===== config.mk =====
export PLATFORM = sky130hd
export DESIGN_NAME = board_pixel_renderer
export DESIGN_NICKNAME = d
export VERILOG_FILES = /design/src/rtl/board_pixel_renderer.sv
export SDC_FILE = /design/constraint.sdc
export NUM_CORES = 1
export LEC_CHECK = 0
export BUFFER_PORTS_ARGS = -buffer_cell sky130_fd_sc_hd__buf_2
export CAP_MARGIN = 30
export CELL_PAD_IN_SITES_DETAIL_PLACEMENT = 1
export CELL_PAD_IN_SITES_GLOBAL_PLACEMENT = 2
export CORE_ASPECT_RATIO = 0.9
export CORE_MARGIN = 1.5
export CORE_UTILIZATION = 37
export DETAILED_ROUTE_END_ITERATION = 16
export PLACE_DENSITY_LB_ADDON = 0.3
export SLEW_MARGIN = 20
export SYNTH_ARGS = -nofsm -noshare
export SYNTH_HDL_FRONTEND = slang
export SYNTH_SLANG_ARGS = --single-unit

===== constraint.sdc =====
create_clock -name clk -period 7.5 [get_ports clk]
set_input_delay 1.5 -clock clk [delete_from_list [all_inputs] [get_ports clk]]
set_output_delay 1.5 -clock clk [all_outputs]
set_load 0.005 [all_outputs]

===== src/rtl/board_pixel_renderer.sv =====
// board_pixel_renderer
// Pixel-colour stage between the VGA timing counter and the DAC pins. The live
// h/v counters are mapped onto a CELLS x CELLS board of CELL_PX-square cells.
// The 2-bit cell code is fetched from board RAM and turned into an RGB332
// colour. Sync and counter values are delayed so they stay aligned with rgb.
//
// Two pixel ticks of latency (all state advances only on pix_en):
//   S1: classify the pixel (outside / border / board), advance the cell
//       counters, and issue a one-clock board RAM read for board pixels.
//   S2: register the colour from cell_data and the S1 class.
//
// Ports:
//   clk, rst             clock, synchronous active-high reset
//   pix_en               one-clock strobe per pixel
//   h_counter, v_counter live pixel position from the timing generator
//   hsync_in, vsync_in   raw syncs from the timing generator
//   cell_rd_en           board RAM read strobe (one clock per board pixel)
//   cell_addr            board RAM address, row*CELLS + col
//   cell_data            board RAM data, valid one clock after cell_rd_en
//   rgb                  RGB332 pixel colour
//   Hsync, Vsync         syncs delayed to match rgb
//   h_out, v_out         counters delayed to match rgb
//
// Build option: define GRID_LINES_EN to draw grey-ish grid lines on the first
// column/line of every empty cell. Latency and interface are unchanged.

module board_pixel_renderer #(
    parameter int H_VIS_START = 144,
    parameter int H_VIS_END   = 784,
    parameter int V_VIS_START = 35,
    parameter int V_VIS_END   = 515,
    parameter int H_BRD_START = 224,
    parameter int V_BRD_START = 35,
    parameter int CELLS       = 30,
    parameter int CELL_PX     = 16
) (
    input  logic       clk,
    input  logic       rst,
    input  logic       pix_en,
    input  logic [9:0] h_counter,
    input  logic [9:0] v_counter,
    input  logic       hsync_in,
    input  logic       vsync_in,
    output logic       cell_rd_en,
    output logic [9:0] cell_addr,
    input  logic [1:0] cell_data,
    output logic [7:0] rgb,
    output logic       Hsync,
    output logic       Vsync,
    output logic [9:0] h_out,
    output logic [9:0] v_out
);

    localparam int BRD_PX = CELLS * CELL_PX;
    localparam int SUB_W  = $clog2(CELL_PX);

    localparam logic [9:0] HVS = 10'(H_VIS_START);
    localparam logic [9:0] HVE = 10'(H_VIS_END);
    localparam logic [9:0] VVS = 10'(V_VIS_START);
    localparam logic [9:0] VVE = 10'(V_VIS_END);
    localparam logic [9:0] HBS = 10'(H_BRD_START);
    localparam logic [9:0] HBE = 10'(H_BRD_START + BRD_PX);
    localparam logic [9:0] VBS = 10'(V_BRD_START);
    localparam logic [9:0] VBE = 10'(V_BRD_START + BRD_PX);

    localparam logic [SUB_W-1:0] SUB_LAST = SUB_W'(CELL_PX - 1);
    localparam logic [4:0]       CELL_LAST = 5'(CELLS - 1);
    localparam logic [9:0]       ROW_STEP  = 10'(CELLS);

    localparam logic [7:0] C_BLACK = 8'h00;
    localparam logic [7:0] C_BLUE  = 8'h03;
    localparam logic [7:0] C_RED   = 8'hE0;
    localparam logic [7:0] C_GREEN = 8'h1C;
    localparam logic [7:0] C_GRAY  = 8'h92;
`ifdef GRID_LINES_EN
    localparam logic [7:0] C_GRID  = 8'h49;
`endif

    typedef enum logic [1:0] {
        CLS_OUT    = 2'd0,
        CLS_BORDER = 2'd1,
        CLS_BOARD  = 2'd2
    } pix_class_t;

    // Column/row position of the board cell being scanned.
    logic [SUB_W-1:0] sub_x;
    logic [4:0]       col;
    logic [SUB_W-1:0] sub_y;
    logic [4:0]       row;
    logic [9:0]       row_base;

    // S1 pipeline registers
    pix_class_t s1_class;
    logic       s1_hs;
    logic       s1_vs;
    logic [9:0] s1_h;
    logic [9:0] s1_v;
`ifdef GRID_LINES_EN
    logic       s1_grid;
`endif

    logic             visible;
    logic             on_board;
    logic             col_start;
    logic [SUB_W-1:0] cur_sub_x;
    logic [4:0]       cur_col;
    pix_class_t       pix_class;
    logic [7:0]       colour;

    assign visible  = (h_counter >= HVS) && (h_counter < HVE) &&
                      (v_counter >= VVS) && (v_counter < VVE);
    assign on_board = (h_counter >= HBS) && (h_counter < HBE) &&
                      (v_counter >= VBS) && (v_counter < VBE);

    // The registered column counters describe the pixel *after* the one just
    // classified; at the first board column they are forced to zero so the
    // current pixel already addresses cell 0.
    assign col_start = (h_counter == HBS);
    assign cur_sub_x = col_start ? '0 : sub_x;
    assign cur_col   = col_start ? '0 : col;

    always_comb begin
        pix_class = CLS_OUT;
        if (on_board) begin
            pix_class = CLS_BOARD;
        end else if (visible) begin
            pix_class = CLS_BORDER;
        end
    end

    always_comb begin
        colour = C_BLACK;
        case (s1_class)
            CLS_BORDER: colour = C_GRAY;
            CLS_BOARD: begin
                case (cell_data)
                    2'd1:    colour = C_BLUE;
                    2'd2:    colour = C_RED;
                    2'd3:    colour = C_GREEN;
                    default: colour = C_BLACK;
                endcase
`ifdef GRID_LINES_EN
                if ((cell_data == 2'd0) && s1_grid) begin
                    colour = C_GRID;
                end
`endif
            end
            default: colour = C_BLACK;
        endcase
    end

    always_ff @(posedge clk) begin
        if (rst) begin
            sub_x      <= '0;
            col        <= '0;
            sub_y      <= '0;
            row        <= '0;
            row_base   <= '0;
            cell_rd_en <= 1'b0;
            cell_addr  <= '0;
            s1_class   <= CLS_OUT;
            s1_hs      <= 1'b1;
            s1_vs      <= 1'b1;
            s1_h       <= '0;
            s1_v       <= '0;
`ifdef GRID_LINES_EN
            s1_grid    <= 1'b0;
`endif
            rgb        <= C_BLACK;
            Hsync      <= 1'b1;
            Vsync      <= 1'b1;
            h_out      <= '0;
            v_out      <= '0;
        end else if (pix_en) begin
            // S1: column counters; col saturates past the right board edge
            sub_x <= cur_sub_x + 1'b1;
            if ((cur_sub_x == SUB_LAST) && (cur_col != CELL_LAST)) begin
                col <= cur_col + 5'd1;
            end else begin
                col <= cur_col;
            end

            // S1: row counters step once per line at h==0; row_base tracks
            // row*CELLS by accumulation. Re-locks at the top board line.
            if (h_counter == 10'd0) begin
                if (v_counter == VBS) begin
                    sub_y    <= '0;
                    row      <= '0;
                    row_base <= '0;
                end else begin
                    sub_y <= sub_y + 1'b1;
                    if ((sub_y == SUB_LAST) && (row != CELL_LAST)) begin
                        row      <= row + 5'd1;
                        row_base <= row_base + ROW_STEP;
                    end
                end
            end

            cell_rd_en <= on_board;
            if (on_board) begin
                cell_addr <= row_base + {5'd0, cur_col};
            end

            s1_class <= pix_class;
            s1_hs    <= hsync_in;
            s1_vs    <= vsync_in;
            s1_h     <= h_counter;
            s1_v     <= v_counter;
`ifdef GRID_LINES_EN
            s1_grid  <= (cur_sub_x == '0) || (sub_y == '0);
`endif

            // S2
            rgb   <= colour;
            Hsync <= s1_hs;
            Vsync <= s1_vs;
            h_out <= s1_h;
            v_out <= s1_v;
        end else begin
            cell_rd_en <= 1'b0;
        end
    end

endmodule


**After elaboration in Yosys (flattened, before gate mapping)**

Cells that the tools add are included.

- Bits in registers: 93
- Logic and storage cells: 67

- $add $sub $neg: 6
- Magnitude comparators: 6
- Equality and inequality tests: 11
- Mux-type cells: 12
- Bitwise gates (word level): 1
- Reductions and logical operators: 14

Operator list:

| cell | number |
|---|---|
| less-than comparator 10 bit, second input constant | 3 |
| case mux 8 bit (3 select lines) | 1 |
| >= comparator 10 x 8 -> 1 bit, second input constant | 2 |
| 2-to-1 mux 10 bit | 2 |
| 2-to-1 mux 5 bit | 4 |
| case mux 8 bit (2 select lines) | 1 |
| adder 10 x 5 -> 10 bit | 1 |
| adder 10 x 5 -> 10 bit, second input constant | 1 |
| adder 5 x 1 -> 5 bit, second input constant | 2 |
| == test 10 x 6 -> 1 bit, second input constant | 1 |
| == test 10 x 8 -> 1 bit, second input constant | 1 |
| >= comparator 10 x 6 -> 1 bit, second input constant | 1 |
| zero test 10 bit | 1 |
| inequality test 5 bit, second input constant | 2 |
| adder 4 x 1 -> 4 bit, second input constant | 2 |
| == test 4 bit, second input constant | 2 |
| logical AND 1 bit | 8 |
| 2-to-1 mux 4 bit | 2 |
| == test 2 bit, second input constant | 3 |
| == test 2 x 1 -> 1 bit, second input constant | 2 |
| AND reduction 2 bit | 2 |
| AND reduction 3 bit | 1 |
| 2-to-1 mux 2 bit | 1 |
| nonzero test 2 bit | 1 |
| other kinds (3) | 3 |

**Logic depth before layout (Yosys ltp)**

- Depth after elaboration: 6
- Depth in mapped cells: 12
- Depth with buffers taken out: 10

**Worst setup path before layout**

Ideal clock, no wire load.

- Path type: input port to flip-flop
- Start point: input port h_counter[6]
- End point: register cell_addr[9]
- Library setup time: 91 ps
- Arrival: 3,493 ps
- Path slack: 3,916 ps
- Cell stages on the path: 9
- Buffers on the path: 2
- Cells stage by stage: buf_2 > and4b_1 > nand3_1 > clkbuf_1 > and2_1 > ha_1 > o221ai_1 > or3_1 > a311oi_1

- Word-level cells in the longest chain between the ends: 5
- Elaborated cells on any way between the ends: 9

Ends and longest elaborated chain:

| item | RTL line | text |
|---|---|---|
| from (decl) | 40 | `input logic [9:0] h_counter,` |
| branches (longest 5 deep; another with adder 10 x 5 -> 10 bit) | n/a |  |
| to (signal assigned) | 201 | `cell_addr <= row_base + {5'd0, cur_col};` |
| to (decl) | 45 | `output logic [9:0] cell_addr,` |

Parallel ways; which one is timed is not known.
A chain may end at the register's enable or synchronous reset.

**Worst setup path in the final report**

- Start point: input port h_counter[9]
- End point: register cell_addr[9]

Same word-level chain as after synthesis.

==> out/results.ini <==
[outcome]
status=finished clean

[timing]
worst_pin_slew_ns=0.945
rsz0062_at_grt=false
skew_ns=0.00526
timing.hold.ws_ns=0.469
max_slew_margin_pct=36.9
hold_viol=0
final_max_slew_viol_count=0
fin_crit_ns=3.80
fmaxAchievable_ghz=0.263
period_share_pct=50.6
setup_tns_ns=0
setup_viol=0

[detailed_routing]
vias=3415
wirelength_mm=9.95
first_pass_iters=6
drc=0
drtIter0Drc=92
postRouteAntennaNets=0
wl_per_cell_um=15.6
via_per_inst=5.37

[floorplan]
die_h_um=102
initial_utilization_pct=37.7
core_region_area_um2=10800
dieArea_um2=11600
rows=36
die_x_um=113
ios=68

[cts]
clockRootBuffer=clkbuf_16
clkTransAtPathRegs_ns=0.06
clkSinkCount=90
cts_tree=built
ctsHoldBuffers=0
cts_max_path_buffers=2
worstSkewPairLatency_ns=0.34
h-tree-depth=3
post-cts-setup-buffer-count=0
cts_made_buffers=9
cts_resized=0

[global_routing]
overflow=0
grt_pass1_vias=3400
antenna_found_initial=0
grt_pass1_wl_mm=16.8
grt_max_degree=80
track_usage_pct=18.4

[setup_path]
startpoint_type=input port
critical_path_class=input port to flip-flop
r2r-end=row_base[8]
cp-startpoint=h_counter[9]
worstPathRequired_ns=7.75
crit_fanout=13
arrival_ns=4.04
critPathCaptureType=flip-flop
r2r_slack_ns=5.35
r2r_start=row[1]
r2r.worst_path.cells=7

[final_layout]
final_common_cell=dfxtp_1
finalNonFillerCells=636
final_layout_size_suffix_gt1_share_pct=17.9
fin_util_pct=44.3
syn2layout_area_growth_pct=17.4
fin_nets=537
fillCellCount=1241
n_antenna_cell=0
final_cell_mix=dfxtp_1 (90), nor2_1 (69), buf_2 (67)

[worst_hold_path]
min_to=Hsync
min_path_cells=1
min_path_type=flip-flop to flip-flop
holdCritStartpoint=Hsync

[pwr]
irDropWorstVdd_mv=0.125
total_leakage_power_nw=1.96
power_density_nw_per_um2=220

[yosys]
synthDistinctLibCells=55
syn_area_um2=4060
synth.net_count=484
ys_warn_count=0
synth-edff-count=0
syn_area_per_cell_um2=9.08
synth-async-reset-ratio_pct=0
ys_seq_area_share_pct=44.4
ys_ff_latch=90
syn-instance-count=447
ys.flop_type=dfxtp_1

[placement]
gp_congestion=0.720
placement.io_buffers=67
placed_cells=622
dpl.hpwl_mm=7.04

[run]
cap_violations=0

how the worst max path moves through the flow:
stage	to	slack [ns]	cells after the start
after global placement	cell_addr[9]	3.39	8
final	cell_addr[9]	3.70	8
after floorplan	cell_addr[9]	3.92	9
after global routing	cell_addr[9]	3.41	8
after detailed placement	cell_addr[9]	3.30	8
after CTS	cell_addr[9]	3.68	8
power by group:
group	leakage, nW	internal [mW]	switching, mW
logic	1.08	0.0327	0.0427
clock network	0.147	0.288	0.185
registers	0.733	0.494	0.00777
total	1.96	0.814	0.235
sequential cells by signal (all words and copies together), names as in the netlist:
signal and flops:
col 5, Hsync 1, row 5, h_out 10, sub_y 4, s1_v 10, v_out 10, row_base 9
rgb 6, s1_hs 1, s1_h 10, sub_x 4, s1_class 2, cell_addr 10, s1_vs 1, cell_rd_en 1
Vsync 1
metal layers:
| metal | up-vias | global-route usage [%] | part of all wire, % | wire length, um |
|---|---|---|---|---|
| li1 | 1695 | - | - | - |
| met1 | 1661 | 23.1 | 47 | 4700 |
| met2 | 50 | 31.3 | 47 | 4700 |
| met3 | 9 | 5.04 | 4.2 | 421 |
| met4 | 0 | 5.19 | 1.2 | 122 |
| met5 | - | 0 | 0 | 0 |
area by class of cell:
cell class / instances / area [um2] / share of cell area [%]
clock buffers: 9 / 225 / 4.72
clock inverters: 5 / 81.3 / 1.71
inverters: 13 / 48.8 / 1.02
multi-input cells: 317 / 2090 / 43.9
flip-flops and latches: 90 / 1800 / 37.8
well taps: 133 / 166 / 3.49
repair buffers: 69 / 350 / 7.35
cell usage after synthesis (all sizes together), types with 2 or more instances:
cell	n	share of area, %
dfxtp	90	44
nor2	69	6.4
mux2i	50	12
a21oi	24	3.0
nand2	23	2.1
o21ai	19	2.3
buf	15	1.7
inv	13	1.2
clkbuf	12	1.1
or3	11	1.7
ha	10	3.1
nand4	10	1.5
nand3	8	0.99
a211oi	7	1.3
and2	7	1.1
nor3	6	0.86
xnor2	6	1.3
a211o	5	1.1
a311oi	5	1.5
nand2b	5	0.77
nor2b	5	0.77
a31oi	4	0.62
or4	4	0.74
a22oi	3	0.55
and4b	3	0.74
nand4b	3	0.65
o21bai	3	0.55
o31ai	3	0.55
and3	2	0.31
nor4	2	0.68
or2	2	0.31
logic make-up after synthesis:
kind of cell / count (synthesis) / share of synthesized area (%)
compound gates: 86 / 14.3
buf+inv: 40 / 4.04
flops: 90 / 44.4
simple gates: 163 / 20.2
mux: 50 / 12.3
fa+ha+maj: 10 / 3.08
other cells: 1 / 0.0924
xor+xnor: 7 / 1.51
worst max-delay path, stage by stage:
cell,delay (ns)
buf_2,0.14
nor4_4,0.41
nand3_1,0.43
and2_1,0.33
ha_1,0.32
o221ai_1,0.24
or3_1,0.41
a311oi_1,0.26
through the flow:
step | cell area, um2 | setup slack, ns | power, mW
6_report | 4770 | 3.70 | 1.05
4_1_cts | 4770 | 3.68 | 1.07
2_1_floorplan | 4060 | 3.92 | 0.560
3_5_place_dp | 4460 | 3.30 | 0.589
5_1_grt | 4770 | 3.41 | 1.09
3_3_place_gp | 4460 | 3.39 | 0.586
(Power assumes the default switching activity.)
